### config.mk
export PLATFORM = sky130hd
export DESIGN_NAME = dual_edge_gen_flat
export DESIGN_NICKNAME = d
export VERILOG_FILES = /design/src/rtl/dual_edge_gen_if.sv /design/src/rtl/dual_edge_gen.sv /design/src/flat_wrapper.sv
export SDC_FILE = /design/constraint.sdc
export NUM_CORES = 1
export LEC_CHECK = 0
export ABC_AREA = 1
export ABC_CLOCK_PERIOD_IN_PS = 2320
export BUFFER_PORTS_ARGS = -buffer_cell sky130_fd_sc_hd__clkbuf_2
export CAP_MARGIN = 30
export CORE_MARGIN = 1.5
export CORE_UTILIZATION = 42
export CTS_BUF_LIST = sky130_fd_sc_hd__clkbuf_4 sky130_fd_sc_hd__clkbuf_8
export DETAILED_ROUTE_END_ITERATION = 7
export HOLD_SLACK_MARGIN = 0.06
export SLEW_MARGIN = 20
export SYNTH_ARGS = -nofsm -noshare
export SYNTH_HDL_FRONTEND = slang
export SYNTH_SLANG_ARGS = --single-unit
### constraint.sdc
create_clock -name clk -period 2.32 [get_ports clk]
set_input_delay 0.464 -clock clk [delete_from_list [all_inputs] [get_ports clk]]
set_output_delay 0.464 -clock clk [all_outputs]
set_load 0.05 [all_outputs]
### src/rtl/dual_edge_gen_if.sv
// Request/level bus between a dual-edge generator and its user.
// EDGE_GEN_STICKY_DROP_EN adds the drop_clr / drop_sticky pair.
interface dual_edge_gen_if #(
    parameter int unsigned PEND_W = 3
) ();
    logic              req;
    logic              sig;
    logic              busy;
    logic [PEND_W-1:0] pending;
    logic              drop;
`ifdef EDGE_GEN_STICKY_DROP_EN
    logic              drop_clr;
    logic              drop_sticky;

    modport master (output req, output drop_clr,
                    input sig, input busy, input pending, input drop, input drop_sticky);
    modport slave  (input req, input drop_clr,
                    output sig, output busy, output pending, output drop, output drop_sticky);
`else
    modport master (output req, input sig, input busy, input pending, input drop);
    modport slave  (input req, output sig, output busy, output pending, output drop);
`endif
endinterface

### src/rtl/dual_edge_gen.sv
// Turns request pulses into spaced transitions on a level output, queueing bursts.
// Optional feature macro: EDGE_GEN_STICKY_DROP_EN (sticky drop flag with clear input).
module dual_edge_gen #(
    parameter int unsigned MIN_HOLD = 4,
    parameter int unsigned PEND_W   = 3,
    parameter int unsigned INIT_LVL = 0
) (
    input  logic            clk,
    input  logic            reset,
    dual_edge_gen_if.slave  bus
);
    localparam int unsigned HOLD_W = (MIN_HOLD > 1) ? $clog2(MIN_HOLD) : 1;
    localparam int unsigned DW     = PEND_W + 1;
    localparam logic [DW-1:0] PEND_MAX = DW'((1 << PEND_W) - 1);

    typedef enum logic {
        IDLE = 1'b0,
        HOLD = 1'b1
    } state_t;

    state_t            state_q, state_nx;
    logic [HOLD_W-1:0] hold_q, hold_nx;
    logic [PEND_W-1:0] pend_q, pend_sat;
    logic              sig_q, sig_nx;
    logic              busy_q, busy_nx;
    logic              drop_q, drop_nx;
    logic [DW-1:0]     demand, pend_nx;
    logic              eligible, fire;

    // State register: every flop shares the synchronous reset
    always_ff @(posedge clk) begin
        if (reset) begin
            state_q <= IDLE;
            hold_q  <= '0;
            pend_q  <= '0;
            sig_q   <= 1'(INIT_LVL);
            busy_q  <= 1'b0;
            drop_q  <= 1'b0;
        end else begin
            state_q <= state_nx;
            hold_q  <= hold_nx;
            pend_q  <= pend_sat;
            sig_q   <= sig_nx;
            busy_q  <= busy_nx;
            drop_q  <= drop_nx;
        end
    end

    // Next state: an edge may only be emitted once the hold window has expired
    always_comb begin
        demand   = DW'(pend_q) + DW'(bus.req);
        eligible = (state_q == IDLE) || (hold_q == '0);
        fire     = eligible && (demand != '0);
        state_nx = state_q;
        if (fire) begin
            state_nx = HOLD;
        end else if (eligible) begin
            state_nx = IDLE;
        end
    end

    // Outputs: consumption and new request net out before saturation
    always_comb begin
        sig_nx  = sig_q;
        hold_nx = hold_q;
        pend_nx = demand;
        if (fire) begin
            sig_nx  = ~sig_q;
            hold_nx = HOLD_W'(MIN_HOLD - 1);
            pend_nx = demand - DW'(1);
        end else if (eligible) begin
            pend_nx = '0;
        end else begin
            hold_nx = hold_q - HOLD_W'(1);
        end
        drop_nx  = (pend_nx > PEND_MAX);
        pend_sat = drop_nx ? PEND_MAX[PEND_W-1:0] : pend_nx[PEND_W-1:0];
        busy_nx  = (state_nx == HOLD) || (pend_sat != '0);
    end

    assign bus.sig     = sig_q;
    assign bus.busy    = busy_q;
    assign bus.pending = pend_q;
    assign bus.drop    = drop_q;

`ifdef EDGE_GEN_STICKY_DROP_EN
    logic sticky_q;

    // A drop in the same cycle as a clear keeps the flag set
    always_ff @(posedge clk) begin
        if (reset) begin
            sticky_q <= 1'b0;
        end else if (drop_nx) begin
            sticky_q <= 1'b1;
        end else if (bus.drop_clr) begin
            sticky_q <= 1'b0;
        end
    end

    assign bus.drop_sticky = sticky_q;
`endif
endmodule

### src/flat_wrapper.sv
// flat-port wrapper written by rule: the top's interface ports become plain ports
module dual_edge_gen_flat 
#(
    parameter int unsigned MIN_HOLD = 4,
    parameter int unsigned PEND_W   = 3,
    parameter int unsigned INIT_LVL = 0
)
  (clk, reset, bus_req, bus_sig, bus_busy, bus_pending, bus_drop);
  dual_edge_gen_if #(.PEND_W(PEND_W)) bus_i ();
  input  logic clk;
  input  logic reset;
  input wire logic [$bits(bus_i.req)-1:0] bus_req;
  output wire logic [$bits(bus_i.sig)-1:0] bus_sig;
  output wire logic [$bits(bus_i.busy)-1:0] bus_busy;
  output wire logic [$bits(bus_i.pending)-1:0] bus_pending;
  output wire logic [$bits(bus_i.drop)-1:0] bus_drop;
  assign bus_i.req = bus_req;
  assign bus_sig = bus_i.sig;
  assign bus_busy = bus_i.busy;
  assign bus_pending = bus_i.pending;
  assign bus_drop = bus_i.drop;
  dual_edge_gen #(.MIN_HOLD(MIN_HOLD), .PEND_W(PEND_W), .INIT_LVL(INIT_LVL)) u_core (.clk(clk), .reset(reset), .bus(bus_i));
endmodule
# Yosys cells after proc, flatten, opt, wreduce, memory -nomap -nowiden
# Index checks and enable logic that the tools add are counted.
[totals]
elab_cells = 26
reg_bits = 9
in_bits = 3
[op_classes]
n_eq_ne = 1
n_reduce_logical = 6
n_bitwise = 2
mux = 7
n_addsub = 3
n_lt_le_gt_ge = 1
[op_table]
columns = ["operator", "count"]
rows = [
  ["$mux W4", 2],
  ["$add A3 B1 Y4", 1],
  ["$gt A4 B3 Y1 const B", 1],
  ["$mux W2", 2],
  ["$reduce_bool A4 Y1", 1],
  ["$sub A4 B1 Y4 const B", 1],
  ["$mux W3", 1],
  ["$reduce_bool A3 Y1", 1],
  ["$logic_not A2 Y1", 1],
  ["$logic_or A1 B1 Y1", 2],
  ["$mux W1", 2],
  ["$ne A2 B2 Y1 const B", 1],
  ["$not A1 Y1", 2],
  ["$sub A2 B1 Y2 const B", 1],
  ["$logic_and A1 B1 Y1", 1],
]

# Logic depth before layout (Yosys ltp)
[logic_depth]
word_depth = 8
ltp_mapped = 10

# Worst setup path after synthesis
# Ideal clock, no wire load.
[synth_timing]
path_kind = "register to register"
from = "register u_core.pend_q[0], in the netlist u_core.bus.pending[0]"
to = "register u_core.hold_q[0]"
setup_time_ns = 0.114
slack_ns = 0.385
n_path_buf = 0
path_stages_with_launch = 10
arrival_time_ns = 1.821
path_cell_list = "dfxtp_1 ha_1 ha_1 inv_1 ha_1 nand2_2 nor2_8 nand2_1 o21bai_1 inv_1"
[synth_between]
elab_chain_cells = 4
word_cells_on_any_way = 5
[synth_rtl]
columns = ["item", "line_no", "source"]
rows = [
  ["start: declaration", "dual_edge_gen.sv:23", "logic [PEND_W-1:0] pend_q, pend_sat;"],
  ["start signal: assignment", "dual_edge_gen.sv:42", "pend_q <= pend_sat;"],
  ["$add A3 B1 Y4 *", "dual_edge_gen.sv:51", "demand = DW'(pend_q) + DW'(bus.req);"],
  ["$reduce_bool A4 Y1 *", "dual_edge_gen.sv:53", "fire = eligible && (demand != '0);"],
  ["$logic_and A1 B1 Y1 *", "dual_edge_gen.sv:53", ""],
  ["$ne A2 B2 Y1 (no source line) or $mux W2 (tied branches)", "-", ""],
  ["end signal: assignment", "dual_edge_gen.sv:41", "hold_q <= hold_nx;"],
  ["end: declaration", "dual_edge_gen.sv:22", "logic [HOLD_W-1:0] hold_q, hold_nx;"],
]
# Mark *: on every way between the ends. The rest lies on a longest branch, timed or not.
# A chain may end at the register's enable or synchronous reset.

# Final worst setup path
# Same ends and word-level chain as after synthesis.

==> impl_metrics.ini <==
[cts]
cts-htree-levels = 1
postCtsSetupRepairBufs = 0
cts_sinks = 9
cts_buffers = 3
cts_root_buffer = clkbuf_4
post_cts_resized = 0
cts_buffer_depth = 2
cts_tree = yes
hold_buffers = 0
clock_latency_ns = 0.25
clk_pin_slew_ns = 0.06

[sta]
clock_skew_ns = 0.00175
min_period_ns = 1.70
worst_pin_slew_ns = 0.275
finalWorstSetupSlack_ns = 0.617
rsz0062_at_grt = false
max_freq_ghz = 0.587
relSlewSlack_pct = 81.7
finalHoldViolCount = 0
final_max_slew_viol_count = 0
min_period_over_period_pct = 73.4
fin_setup_tns_ns = 0
timing.hold.ws_ns = 0.448
setup_viol = 0

[route]
wire_per_inst_um = 9.02
vias = 441
postRouteWirelength_um = 911
viasPerCell = 4.37
firstDrtPassIters = 1
antenna_left = 0
drc = 0
drt_iter0_drc = 0

[final_layout]
regArea_um2 = 180
final_nets = 95
num_antenna_cells = 0
multi_input_area_um2 = 312
areaGrowthSynthToFinish_pct = 15.9
fin_util_pct = 54.6
fillers = 120
drive_above_1_share_pct = 27.6

[yosys]
syn_area_um2 = 552
synthCells = 75
synthTopCellsByArea = dfxtp_1 (33%), nand2_1 (14%), inv_1 (10%)
syn_nets = 82
synth-seq-cells = 9
yosysTopAreaCell = dfxtp_1
syn_area_per_cell_um2 = 7.36
synth_top_area_share_pct = 32.7
synth.distinct_cells = 19
ys_seq_area_share_pct = 32.7
ys_warn_count = 0

[placement]
place.gp.congestion = 0.749
dp.final_hpwl_um = 741
dp_slack_ns = 0.392
io_buffers = 8

[grt]
overflow = 0
met3_usage_pct = 1.73
grt_antenna_before_repair = 0
use_met2_pct = 23.8
use_met1_pct = 20.2
grt_busiest_layer = met2
grt_pass1_wl_um = 1590
grt_pass1_vias = 387
grt_usage_pct = 15.6
grt_max_degree = 10

[critical_path]
worstPathCellList = ha_1 -> ha_1 -> inv_1 -> ha_1 -> nand2_2 -> nor2_8 -> nand2_1 -> o21bai_1 -> inv_1
critPathLaunchType = flip-flop
crit_start = u_core.bus.pending[0]$_SDFF_PP0_
crit_path_max_fanout = 5
rr_endpoint = u_core.hold_q[0]$_SDFFE_PP0P_
critical_path_class = reg2reg
rrSetupSlack_ns = 0.62
cp-end-kind = flip-flop
cp.arrival_ns = 1.85
cpPeakStageDelay_ns = 0.31
cp_slowest_cell = dfxtp_1
path_common_cell = ha_1
ff2ff_path_depth = 9
worstPathRequired_ns = 2.47
rr_startpoint = u_core.bus.pending[0]$_SDFF_PP0_

[status]
status = finished, final reports clean

[die]
rows = 12
core_area_um2 = 1170
die-width_um = 39.2
start_util_pct = 47.1
die_y_um = 39.2
io_pins = 9
dieArea_um2 = 1540

[min_path]
holdPathEnd = u_core.state_q$_SDFF_PP0_
hp-start = reset
holdPathStages = 2
hp-class = in2reg

[power]
powerDensity_nw_per_um2 = 1560
p_leak_nw = 0.370
irDropWorstVdd_mv = 0.771

[job]
cap_violations = 0
-- state kept, by name (all words and copies together) (netlist names) --
| register | cells |
|---|---|
| u_core.bus.pending | 3 |
| u_core.hold_q | 2 |
| u_core.bus.busy | 1 |
| u_core.bus.drop | 1 |
| u_core.bus.sig | 1 |
| u_core.state_q | 1 |
-- cells by family after synthesis --
group           share of synthesized area, %
compound gates                          6.12
flops                                   32.7
simple gates                            39.7
buf+inv                                 10.9
xor+xnor                                1.59
fa+ha+maj                               9.07
-- metal layers --
metal	vias up	wire length (µm)	share of wire (%)
met5	-	0	0
met4	0	11	1.2
met3	2	22	2.4
met2	5	389	43
met1	183	488	54
li1	251	-	-
-- through the flow --
stage               cell area, µm²  instances  total power, mW
floorplan                      552         75            0.769
global placement               609         97            0.865
detailed placement             609         97            0.875
CTS                            639        101             1.01
global route                   639        101             1.09
finish                         639        101            0.997
-- final cells by class --
cell class | instances | area share, %
Tap cell | 14 | 2.74
Inverter | 16 | 9.39
Clock buffer | 4 | 4.70
Multi-Input combinational cell | 50 | 48.7
Timing Repair Buffer | 8 | 6.26
Sequential cell | 9 | 28.2
-- power by group --
part	internal (mW)	switching [mW]	total, mW
registers	0.215	0.0357	0.251
logic	0.193	0.425	0.618
clock network	0.0777	0.0503	0.128
total	0.486	0.511	0.997
-- worst max path at each step --
stage	slack (ns)	endpoint	cells after the start
finish	0.62	u_core.hold_q[0]$_SDFFE_PP0P_	9
global route	0.47	u_core.hold_q[0]$_SDFFE_PP0P_	9
CTS	0.61	u_core.hold_q[0]$_SDFFE_PP0P_	9
detailed placement	0.39	u_core.hold_q[0]$_SDFFE_PP0P_	10
global placement	0.41	u_core.hold_q[0]$_SDFFE_PP0P_	10
floorplan	0.39	u_core.hold_q[0]$_SDFFE_PP0P_	9
-- worst max-delay path, delay by kind of cell, from the launching register on --
family	cells	cell delay, ns
compound gates	1	0.12
fa+ha+maj	3	0.73
buf+inv	2	0.13
flops	1	0.31
simple gates	3	0.31
-- cell usage in the layout, fill, tap and decap left out, drive strengths merged --
master	count
nand2	26
inv	16
clkbuf	12
dfxtp	9
nand3	8
nor2	6
ha	4
a21oi	2
o21ai	1
o21bai	1
xor2	1
nand3b	1
-- cell usage after synthesis, drive strengths merged --
| cell | count |
|---|---|
| o21bai | 1 |
| o21ai | 1 |
| xor2 | 1 |
| inv | 16 |
| nand2 | 26 |
| nand3 | 8 |
| nor2 | 6 |
| nand3b | 1 |
| dfxtp | 9 |
| ha | 4 |
| a21oi | 2 |
Power figures use the tool's default switching activity.
